`src/rtl/mem_port_arbiter_pkg.sv`:
```
// Shared constants and enums for the memory port arbiter (package riscv_pkg).
package riscv_pkg;

    localparam int XLEN = 32;
    localparam int AW   = 32;

    typedef enum logic [0:0] {
        REQ_IF = 1'b0,
        REQ_D  = 1'b1
    } req_id_e;

    typedef enum logic [0:0] {
        ARB_IDLE = 1'b0,
        ARB_WAIT = 1'b1
    } arb_state_e;

endpackage

```
`src/rtl/mem_port_arbiter_if.sv`:
```
// Fetch, load/store and memory-side signals of the arbiter; slave = arbiter side.
interface mem_port_arbiter_if #(
    parameter int XLEN = riscv_pkg::XLEN,
    parameter int AW   = riscv_pkg::AW
);
    logic              if_req;
    logic [AW-1:0]     if_addr;
    logic              if_gnt;
    logic              if_rvalid;
    logic [XLEN-1:0]   if_rdata;

    logic              d_req;
    logic              d_we;
    logic [XLEN/8-1:0] d_be;
    logic [AW-1:0]     d_addr;
    logic [XLEN-1:0]   d_wdata;
    logic              d_gnt;
    logic              d_rvalid;
    logic [XLEN-1:0]   d_rdata;

    logic              mem_en;
    logic              mem_we;
    logic [XLEN/8-1:0] mem_be;
    logic [AW-1:0]     mem_addr;
    logic [XLEN-1:0]   mem_wdata;
    logic [XLEN-1:0]   mem_rdata;

    modport slave (
        input  if_req, if_addr,
        input  d_req, d_we, d_be, d_addr, d_wdata,
        input  mem_rdata,
        output if_gnt, if_rvalid, if_rdata,
        output d_gnt, d_rvalid, d_rdata,
        output mem_en, mem_we, mem_be, mem_addr, mem_wdata
    );

    modport master (
        output if_req, if_addr,
        output d_req, d_we, d_be, d_addr, d_wdata,
        output mem_rdata,
        input  if_gnt, if_rvalid, if_rdata,
        input  d_gnt, d_rvalid, d_rdata,
        input  mem_en, mem_we, mem_be, mem_addr, mem_wdata
    );
endinterface

```
`src/rtl/mem_port_arbiter_arb_pick2.sv`:
```
// Combinational 2-way picker; bit 0 = fetch, bit 1 = data. Round-robin when ARB_RR_EN is defined.
module arb_pick2
    import riscv_pkg::*;
(
    input  logic [1:0] req,
`ifdef ARB_RR_EN
    input  req_id_e    last_winner,
`endif
    output logic [1:0] gnt
);

    always_comb begin
        gnt = req;
        if (req == 2'b11) begin
`ifdef ARB_RR_EN
            gnt = (last_winner == REQ_IF) ? 2'b10 : 2'b01;
`else
            gnt = 2'b10;
`endif
        end
    end

endmodule

```
`src/rtl/mem_port_arbiter.sv`:
```
// Shares one fixed-latency single-port memory between fetch and load/store.
// Optional round-robin arbitration: define ARB_RR_EN.
//
// state    | meaning
// ARB_IDLE | no access outstanding
// ARB_WAIT | access outstanding; cnt counts down to the response cycle (cnt==1)
module mem_port_arbiter
    import riscv_pkg::*;
#(
    parameter int MEM_LATENCY = 1
) (
    input  logic              CLK,
    input  logic              Reset,
    mem_port_arbiter_if.slave bus
);

    localparam int             CW       = $clog2(MEM_LATENCY + 1);
    localparam logic [CW-1:0]  CNT_LOAD = CW'(MEM_LATENCY);
    localparam logic [CW-1:0]  CNT_ONE  = CW'(1);

    arb_state_e    state, state_nxt;
    logic [CW-1:0] cnt, cnt_nxt;
    req_id_e       owner, owner_nxt;

    logic [1:0]    req_vec;
    logic [1:0]    pick;
    req_id_e       winner;
    logic          resp;
    logic          issue;

    assign req_vec = {bus.d_req, bus.if_req};
    assign winner  = pick[1] ? REQ_D : REQ_IF;
    // Response cycle doubles as a grant slot, giving one access per MEM_LATENCY cycles.
    assign resp    = (state == ARB_WAIT) && (cnt == CNT_ONE) && !Reset;
    assign issue   = ((state == ARB_IDLE) || resp) && (|req_vec) && !Reset;

`ifdef ARB_RR_EN
    req_id_e last_winner;

    always_ff @(posedge CLK) begin
        if (Reset) begin
            last_winner <= REQ_IF;
        end else if (issue) begin
            last_winner <= winner;
        end
    end

    arb_pick2 u_pick (
        .req         (req_vec),
        .last_winner (last_winner),
        .gnt         (pick)
    );
`else
    arb_pick2 u_pick (
        .req (req_vec),
        .gnt (pick)
    );
`endif

    always_ff @(posedge CLK) begin
        if (Reset) begin
            state <= ARB_IDLE;
            cnt   <= '0;
            owner <= REQ_IF;
        end else begin
            state <= state_nxt;
            cnt   <= cnt_nxt;
            owner <= owner_nxt;
        end
    end

    always_comb begin
        state_nxt     = state;
        cnt_nxt       = cnt;
        owner_nxt     = owner;
        bus.if_gnt    = 1'b0;
        bus.d_gnt     = 1'b0;
        bus.if_rvalid = 1'b0;
        bus.d_rvalid  = 1'b0;
        bus.if_rdata  = bus.mem_rdata;
        bus.d_rdata   = bus.mem_rdata;
        bus.mem_en    = 1'b0;
        bus.mem_we    = 1'b0;
        bus.mem_be    = '0;
        bus.mem_addr  = '0;
        bus.mem_wdata = '0;

        if (state == ARB_WAIT) begin
            if (resp) begin
                state_nxt = ARB_IDLE;
                cnt_nxt   = '0;
                if (owner == REQ_D) begin
                    bus.d_rvalid = 1'b1;
                end else begin
                    bus.if_rvalid = 1'b1;
                end
            end else begin
                cnt_nxt = cnt - CNT_ONE;
            end
        end

        if (issue) begin
            state_nxt  = ARB_WAIT;
            cnt_nxt    = CNT_LOAD;
            owner_nxt  = winner;
            bus.mem_en = 1'b1;
            if (winner == REQ_D) begin
                bus.d_gnt     = 1'b1;
                bus.mem_we    = bus.d_we;
                bus.mem_be    = bus.d_be;
                bus.mem_addr  = bus.d_addr;
                bus.mem_wdata = bus.d_wdata;
            end else begin
                bus.if_gnt   = 1'b1;
                bus.mem_be   = '1;
                bus.mem_addr = bus.if_addr;
            end
        end
    end

endmodule
```
`src/flat_wrapper.sv`:
```
// flat-port wrapper written by rule: the top's interface ports become plain ports
module mem_port_arbiter_flat import riscv_pkg::*;
#(
    parameter int MEM_LATENCY = 1
)
  (CLK, Reset, bus_if_req, bus_if_addr, bus_d_req, bus_d_we, bus_d_be, bus_d_addr, bus_d_wdata, bus_mem_rdata, bus_if_gnt, bus_if_rvalid, bus_if_rdata, bus_d_gnt, bus_d_rvalid, bus_d_rdata, bus_mem_en, bus_mem_we, bus_mem_be, bus_mem_addr, bus_mem_wdata);
  mem_port_arbiter_if bus_i ();
  input  logic CLK;
  input  logic Reset;
  input wire logic [$bits(bus_i.if_req)-1:0] bus_if_req;
  input wire logic [$bits(bus_i.if_addr)-1:0] bus_if_addr;
  input wire logic [$bits(bus_i.d_req)-1:0] bus_d_req;
  input wire logic [$bits(bus_i.d_we)-1:0] bus_d_we;
  input wire logic [$bits(bus_i.d_be)-1:0] bus_d_be;
  input wire logic [$bits(bus_i.d_addr)-1:0] bus_d_addr;
  input wire logic [$bits(bus_i.d_wdata)-1:0] bus_d_wdata;
  input wire logic [$bits(bus_i.mem_rdata)-1:0] bus_mem_rdata;
  output wire logic [$bits(bus_i.if_gnt)-1:0] bus_if_gnt;
  output wire logic [$bits(bus_i.if_rvalid)-1:0] bus_if_rvalid;
  output wire logic [$bits(bus_i.if_rdata)-1:0] bus_if_rdata;
  output wire logic [$bits(bus_i.d_gnt)-1:0] bus_d_gnt;
  output wire logic [$bits(bus_i.d_rvalid)-1:0] bus_d_rvalid;
  output wire logic [$bits(bus_i.d_rdata)-1:0] bus_d_rdata;
  output wire logic [$bits(bus_i.mem_en)-1:0] bus_mem_en;
  output wire logic [$bits(bus_i.mem_we)-1:0] bus_mem_we;
  output wire logic [$bits(bus_i.mem_be)-1:0] bus_mem_be;
  output wire logic [$bits(bus_i.mem_addr)-1:0] bus_mem_addr;
  output wire logic [$bits(bus_i.mem_wdata)-1:0] bus_mem_wdata;
  assign bus_i.if_req = bus_if_req;
  assign bus_i.if_addr = bus_if_addr;
  assign bus_i.d_req = bus_d_req;
  assign bus_i.d_we = bus_d_we;
  assign bus_i.d_be = bus_d_be;
  assign bus_i.d_addr = bus_d_addr;
  assign bus_i.d_wdata = bus_d_wdata;
  assign bus_i.mem_rdata = bus_mem_rdata;
  assign bus_if_gnt = bus_i.if_gnt;
  assign bus_if_rvalid = bus_i.if_rvalid;
  assign bus_if_rdata = bus_i.if_rdata;
  assign bus_d_gnt = bus_i.d_gnt;
  assign bus_d_rvalid = bus_i.d_rvalid;
  assign bus_d_rdata = bus_i.d_rdata;
  assign bus_mem_en = bus_i.mem_en;
  assign bus_mem_we = bus_i.mem_we;
  assign bus_mem_be = bus_i.mem_be;
  assign bus_mem_addr = bus_i.mem_addr;
  assign bus_mem_wdata = bus_i.mem_wdata;
  mem_port_arbiter #(.MEM_LATENCY(MEM_LATENCY)) u_core (.CLK(CLK), .Reset(Reset), .bus(bus_i));
endmodule
```
`config.mk`:
```
export PLATFORM = sky130hd
export DESIGN_NAME = mem_port_arbiter_flat
export DESIGN_NICKNAME = d
export VERILOG_FILES = /design/src/rtl/mem_port_arbiter_pkg.sv /design/src/rtl/mem_port_arbiter_if.sv /design/src/rtl/mem_port_arbiter_arb_pick2.sv /design/src/rtl/mem_port_arbiter.sv /design/src/flat_wrapper.sv
export SDC_FILE = /design/constraint.sdc
export NUM_CORES = 1
export LEC_CHECK = 0
export CORE_AREA = 2 2 107 109
export CTS_CLUSTER_SIZE = 10
export DETAILED_ROUTE_END_ITERATION = 8
export DIE_AREA = 0 0 109 111
export PLACE_DENSITY = 0.66
export SYNTH_ARGS = -nofsm -noshare
export SYNTH_HDL_FRONTEND = slang
export SYNTH_SLANG_ARGS = --single-unit
```
`constraint.sdc`:
```
create_clock -name CLK -period 3.5 [get_ports CLK]
set_input_delay 1.05 -clock CLK [delete_from_list [all_inputs] [get_ports CLK]]
set_output_delay 1.05 -clock CLK [all_outputs]
set_load 0.1 [all_outputs]
```
======== After elaboration in Yosys (flattened, before gate mapping) ========
Index checks and enable logic that the tools add are counted.
cells by class
  shift-type cells ........................ 0
  order comparisons ....................... 0
  div/mod/pow operators ................... 0
  bitwise operators ....................... 1
  $add $sub $neg .......................... 1
  reductions and logical operators ........ 8
  eq/ne operators ......................... 1
  multiply operators ...................... 0
  mux-type cells .......................... 27
operator list
  kind                                     count
  32-bit 2-to-1 mux                        4
  1-bit 2-to-1 mux                         20
  4-bit 2-to-1 mux                         2
  1-bit logical AND                        4
  2-bit == test, second input constant     1
  2-bit 2-to-1 mux                         1
  2-bit nonzero test                       1
  2-bit OR reduction                       1
  1-bit logical NOT                        1
  1-bit logical OR                         1
  1-bit NOT                                1
  1-bit subtractor, second input constant  1
word-level totals
  memories ................................ 0
  flip-flop bits (word level) ............. 3
  bits of input ports ..................... 137
  bits in latches ......................... 0
  RAM bits ................................ 0
  memory bits (read-only) ................. 0
  output and inout bits ................... 138

======== Logic depth before layout (Yosys ltp) ========
  depth after elaboration ................. 6
  depth in mapped cells ................... 5

======== Cells and area by module ========
Synthesis repeated with hierarchy kept, for this count alone.
second synthesis, totals
  cells, all modules ...................... 204
  area total of the unflattened synthesis .. 1441.4 µm²
modules (own cells, without submodules)
  module            seq. area each (µm²)  instances  cells an instance  area an instance (µm²)
  mem_port_arbiter  60.1                  1          202                1431.4
  arb_pick2         0.0                   1          2                  10.0

======== Least setup slack after synthesis ========
No wires, ideal clock.
  path type ............................... input port to output port
  from .................................... input bus_d_req
  to ...................................... output bus_mem_be[0]
  arrival ................................. 4244 ps
  buffers on the path ..................... 0
  slack ................................... -1794 ps
  cell stages on the path ................. 3
  required time ........................... 2450 ps
  cells stage by stage .................... nor2_1 > nor3_1 > a21o_1
on the way
  cells in the longest elaborated chain, start to end .. 5
  elaborated cells between the ends (all ways) .. 8
RTL lines
  item                RTL line                          source
  start: declaration  flat_wrapper.sv:12                input wire logic [$bits(bus_i.d_req)-1:0] bus_d_req;
  2-bit == test       mem_port_arbiter_arb_pick2.sv:14  if (req == 2'b11) begin
  2-bit 2-to-1 mux    mem_port_arbiter_arb_pick2.sv:14
  1-bit 2-to-1 mux    mem_port_arbiter.sv:32            assign winner = pick[1] ? REQ_D : REQ_IF;
  4-bit 2-to-1 mux    mem_port_arbiter.sv:107           if (winner == REQ_D) begin
  4-bit 2-to-1 mux *  mem_port_arbiter.sv:102           if (issue) begin
  end: declaration    flat_wrapper.sv:26                output wire logic [$bits(bus_i.mem_be)-1:0] bus_mem_be;
Mark *: on every way between the ends. The rest lies on a longest branch, timed or not.

======== Worst setup path after layout ========
  from .................................... input Reset
  to ...................................... output bus_mem_addr[20]
on the way
  cells in the longest elaborated chain, start to end .. 6
RTL lines
  item                 RTL line                                        source
  start: declaration   flat_wrapper.sv:9                               input logic Reset;
  1-bit logical NOT *  mem_port_arbiter.sv:34, mem_port_arbiter.sv:35
  1-bit logical AND    mem_port_arbiter.sv:34                          assign resp = (state == ARB_WAIT) && (cnt == CNT_ONE) && !Reset;
  1-bit logical OR     mem_port_arbiter.sv:35                          assign issue = ((state == ARB_IDLE) || resp) && (|req_vec) && !Reset;
  1-bit logical AND    mem_port_arbiter.sv:35
  1-bit logical AND *  mem_port_arbiter.sv:35
  32-bit 2-to-1 mux *  mem_port_arbiter.sv:102
  end: declaration     flat_wrapper.sv:27                              output wire logic [$bits(bus_i.mem_addr)-1:0] bus_mem_addr;
Marks and branches as above.

==> metrics.csv <==
stage,metric,value,unit
global_route,total global-route track usage,0.0976,
finish,antenna diode count,0,
setup_path,Worst Reg2Reg Path Length in Cells,4,
timing,headroom to the max-slew limit,0.818,
yosys,"Avg Cell Area, Syn",7.82,um^2
finish,post-synthesis to final-layout area growth,198,%
timing,worst hold slack,591,ps
setup_path,startpoint kind of the worst setup timing path,input pin,
min_path,cell depth of the worst hold path,1,
timing,"Min Clock Period, post-route",3400,ps
routing,Avg Vias per Cell,3.66,
setup_path,data arrival time of the critical path,2350,ps
timing,final number of hold-violating endpoints,0,
routing,# DRC,0,
yosys,net count after synthesis,297,
job,Maximum Capacitance Violations,0,
die,number of rows created at floorplan,39,
timing,Max Clk Rate,294,MHz
clock_network,cell at the root of the clock tree,sky130_fd_sc_hd__clkbuf_16,
power,total internal power,0.000506,W
power,Net Sw Frac,0.472,
run_status,outcome,completed,
routing,Avg WL per Cell,14.8,um
finish,post-route cell area,0.00373,mm^2
timing,number of slew-limit violations in the final report,0,
routing,number of DRC markers in iteration 0,41,
finish,footprint of the multi-input gates,734,um^2
power,power density normalized to cell area,257,mW/mm^2
clock_network,clk_lat worst skew,220,ps
place,total half-perimeter wirelength after legalization and detailed placement,5370,um
power,leakage power figure,1.53,nW
finish,fraction of final layout cells with drive strength greater than 1,0.481,
yosys,count of mapped cells out of synthesis,160,
global_route,global-route wire length before repair,9260,um
place,placed inst area,0.00359,mm^2
setup_path,Crit. End Element,output port,
global_route,antenna violations before repair,0,
clock_network,TritonCTS clock tree,yes,
global_route,vias in the first global route,1750,
timing,setup violation total in the final timing report,0,
yosys,top post-synthesis cells by area,"sky130_fd_sc_hd__buf_4 39%, sky130_fd_sc_hd__a22o_1 22%, sky130_fd_sc_hd__and2_1 17%, sky130_fd_sc_hd__dfxtp_1 4.8%, sky130_fd_sc_hd__buf_6 3.6%",
finish,net count reported at finish,421,
setup_path,required time of the critical path,2450,ps
place,GP Congestion,0.782,
clock_network,clock transition at the registers of the reported paths,30,ps
power,fraction of power consumed by combinational cells,0.769,
power,switching pwr,0.000451,W
die,Vert. Die Dim,111,um
place,placed cells,420,
die,Starting Density,0.113,
global_route,maximum number of pins on one net before global-route repair,36,
setup_path,kind of critical path,input pin to output port,
yosys,Post-Syn Area,0.00125,mm^2
routing,number of iterations in the first detailed-routing pass,4,
timing,RSZ-0062 raised after global routing,no,
power,overall power of the completed layout,0.000957,W
yosys,post-synthesis sequential area ratio,0.0480,
place,Port Buffer Count,178,
finish,final-layout fill cell count,1069,
yosys,area share of the largest cell type after synthesis,0.390,
global_route,GRT overflow,0,
yosys,number of warning messages in the yosys log,0,
finish,area taken by flip-flops and latches,60.1,um^2
die,I/O pin cnt,275,
setup_path,maximum net fanout on the critical path,35,
timing,share of the clock period used by the worst path after layout,0.972,
power,clock share of power,0.188,
yosys,number of synthesized register bits,3,
die,width of the die,109,um
finish,post-route non-filler standard cell count,426,
finish,final core utilization,0.336,
yosys,dominant cell type by area after synthesis,sky130_fd_sc_hd__buf_4,
power,share of power burned in registers,0.043,
min_path,type of the worst min-delay path,flip-flop to flip-flop,
yosys,synth unique cells,22,
routing,vias after detailed routing,1560,
die,total core area,0.0111,mm^2
clock_network,number of buffers added by the clock tree synthesis step,3,
power,VDD IR-drop max,0.390,mV
clock_network,clock tree sinks,3,
clock_network,# H-tree levels,1,
clock_network,CTS max path bufs,2,
timing,worst slew pin tran,273,ps
die,area enclosed by the die boundary,0.0121,mm^2
routing,Post-DRT Antenna Nets,0,
routing,final wirelength,6320,um
timing,final setup skew,0.456,ps
[cells by family after synthesis]
group / count (synthesis) / synth area share
flops: 3 / 0.0480
simple gates: 43 / 0.240
compound gates: 39 / 0.264
buf+inv: 75 / 0.448
[worst max-delay path, stage by stage]
cell	delay, ps
sky130_fd_sc_hd__dlygate4sd2_1	360
sky130_fd_sc_hd__inv_1	110
sky130_fd_sc_hd__and3_4	190
sky130_fd_sc_hd__buf_12	160
sky130_fd_sc_hd__a22o_2	290
sky130_fd_sc_hd__buf_12	170
[synthesized netlist by cell type]
| cell type | count |
|---|---|
| sky130_fd_sc_hd__a21o_1 | 4 |
| sky130_fd_sc_hd__nor3_1 | 1 |
| sky130_fd_sc_hd__buf_6 | 4 |
| sky130_fd_sc_hd__clkbuf_1 | 1 |
| sky130_fd_sc_hd__nor4bb_1 | 1 |
| sky130_fd_sc_hd__buf_4 | 65 |
| sky130_fd_sc_hd__and2_1 | 33 |
| sky130_fd_sc_hd__nor2_1 | 1 |
| sky130_fd_sc_hd__dfxtp_1 | 3 |
| sky130_fd_sc_hd__a21oi_1 | 1 |
| sky130_fd_sc_hd__a22o_1 | 32 |
| sky130_fd_sc_hd__inv_1 | 1 |
| sky130_fd_sc_hd__and4_1 | 1 |
| sky130_fd_sc_hd__a31oi_1 | 1 |
| sky130_fd_sc_hd__buf_2 | 4 |
| sky130_fd_sc_hd__nand2_1 | 1 |
| sky130_fd_sc_hd__nor4b_4 | 1 |
| sky130_fd_sc_hd__and3_4 | 1 |
| sky130_fd_sc_hd__or2b_1 | 1 |
| sky130_fd_sc_hd__nor2b_4 | 1 |
| sky130_fd_sc_hd__nand2b_1 | 1 |
| sky130_fd_sc_hd__a31o_2 | 1 |
[power by group through the flow]
stage	clock [W]	sequential, W	combinational, W
global placement	0	0.0000409	0.000728
detailed placement	0	0.0000412	0.000734
finish	0.000180	0.0000408	0.000736
CTS	0.000183	0.0000408	0.000737
floorplan	0	0.0000405	0.000738
global route	0.000185	0.0000414	0.000758
[final timing paths]
check                                   from               end  slack, ps
worst max-delay path                   Reset  bus_mem_addr[20]        100
worst min-delay path            u_core.owner      u_core.owner        590
worst max register to register    u_core.cnt      u_core.owner       2210
worst min register to register  u_core.owner      u_core.owner        590
[cells in the final DEF (no fill, tap or decap), types with 2 or more instances in the layout]
cell,n
sky130_fd_sc_hd__a21o_2,2
sky130_fd_sc_hd__buf_4,10
sky130_fd_sc_hd__a22o_1,4
sky130_fd_sc_hd__buf_12,76
sky130_fd_sc_hd__a21o_1,2
sky130_fd_sc_hd__a22o_2,24
sky130_fd_sc_hd__dfxtp_1,3
sky130_fd_sc_hd__and2_2,8
sky130_fd_sc_hd__clkbuf_16,3
sky130_fd_sc_hd__clkdlybuf4s50_1,101
sky130_fd_sc_hd__and2_1,25
sky130_fd_sc_hd__a22o_4,4
sky130_fd_sc_hd__buf_6,3
sky130_fd_sc_hd__dlygate4sd2_1,2
[metrics by stage]
stage | setup slack (ps) | TNS (ps)
after detailed placement | -225 | -9570
final | 99.1 | 0
after CTS | 6.63 | 0
after floorplan | -320 | -871
after global routing | 26.7 | 0
after global placement | -153 | -6480
[registers in the layout (all words and copies together), names as in the netlist]
name          cells
u_core.owner      1
u_core.cnt        1
u_core.state      1
[timing repair]
action | CTS | global route
hold buffers | 0 | 0
endpoints found under the setup margin | 70 | 37
gates resized for setup | 5 | 6
pin swaps | 1 | 1
gates cloned | 1 | 0
setup buffers | 1 | 0
[metal layers]
metal  GRT usage  routed length (um)  vias up
met5           0                   0        -
met2       0.189                3520      102
met1      0.0951                1960      698
li1            -                   -      733
met4      0.0308                 128        0
met3      0.0312                 704       27
[final cells by class]
class,instances,area share
Clock buffer,4,0.0211
Multi-Input combinational cell,82,0.197
Tap cell,143,0.0480
Inverter,1,0.00101
Sequential cell,3,0.0161
Timing Repair Buffer,193,0.717
No activity file was read; power rests on OpenSTA's default activity.
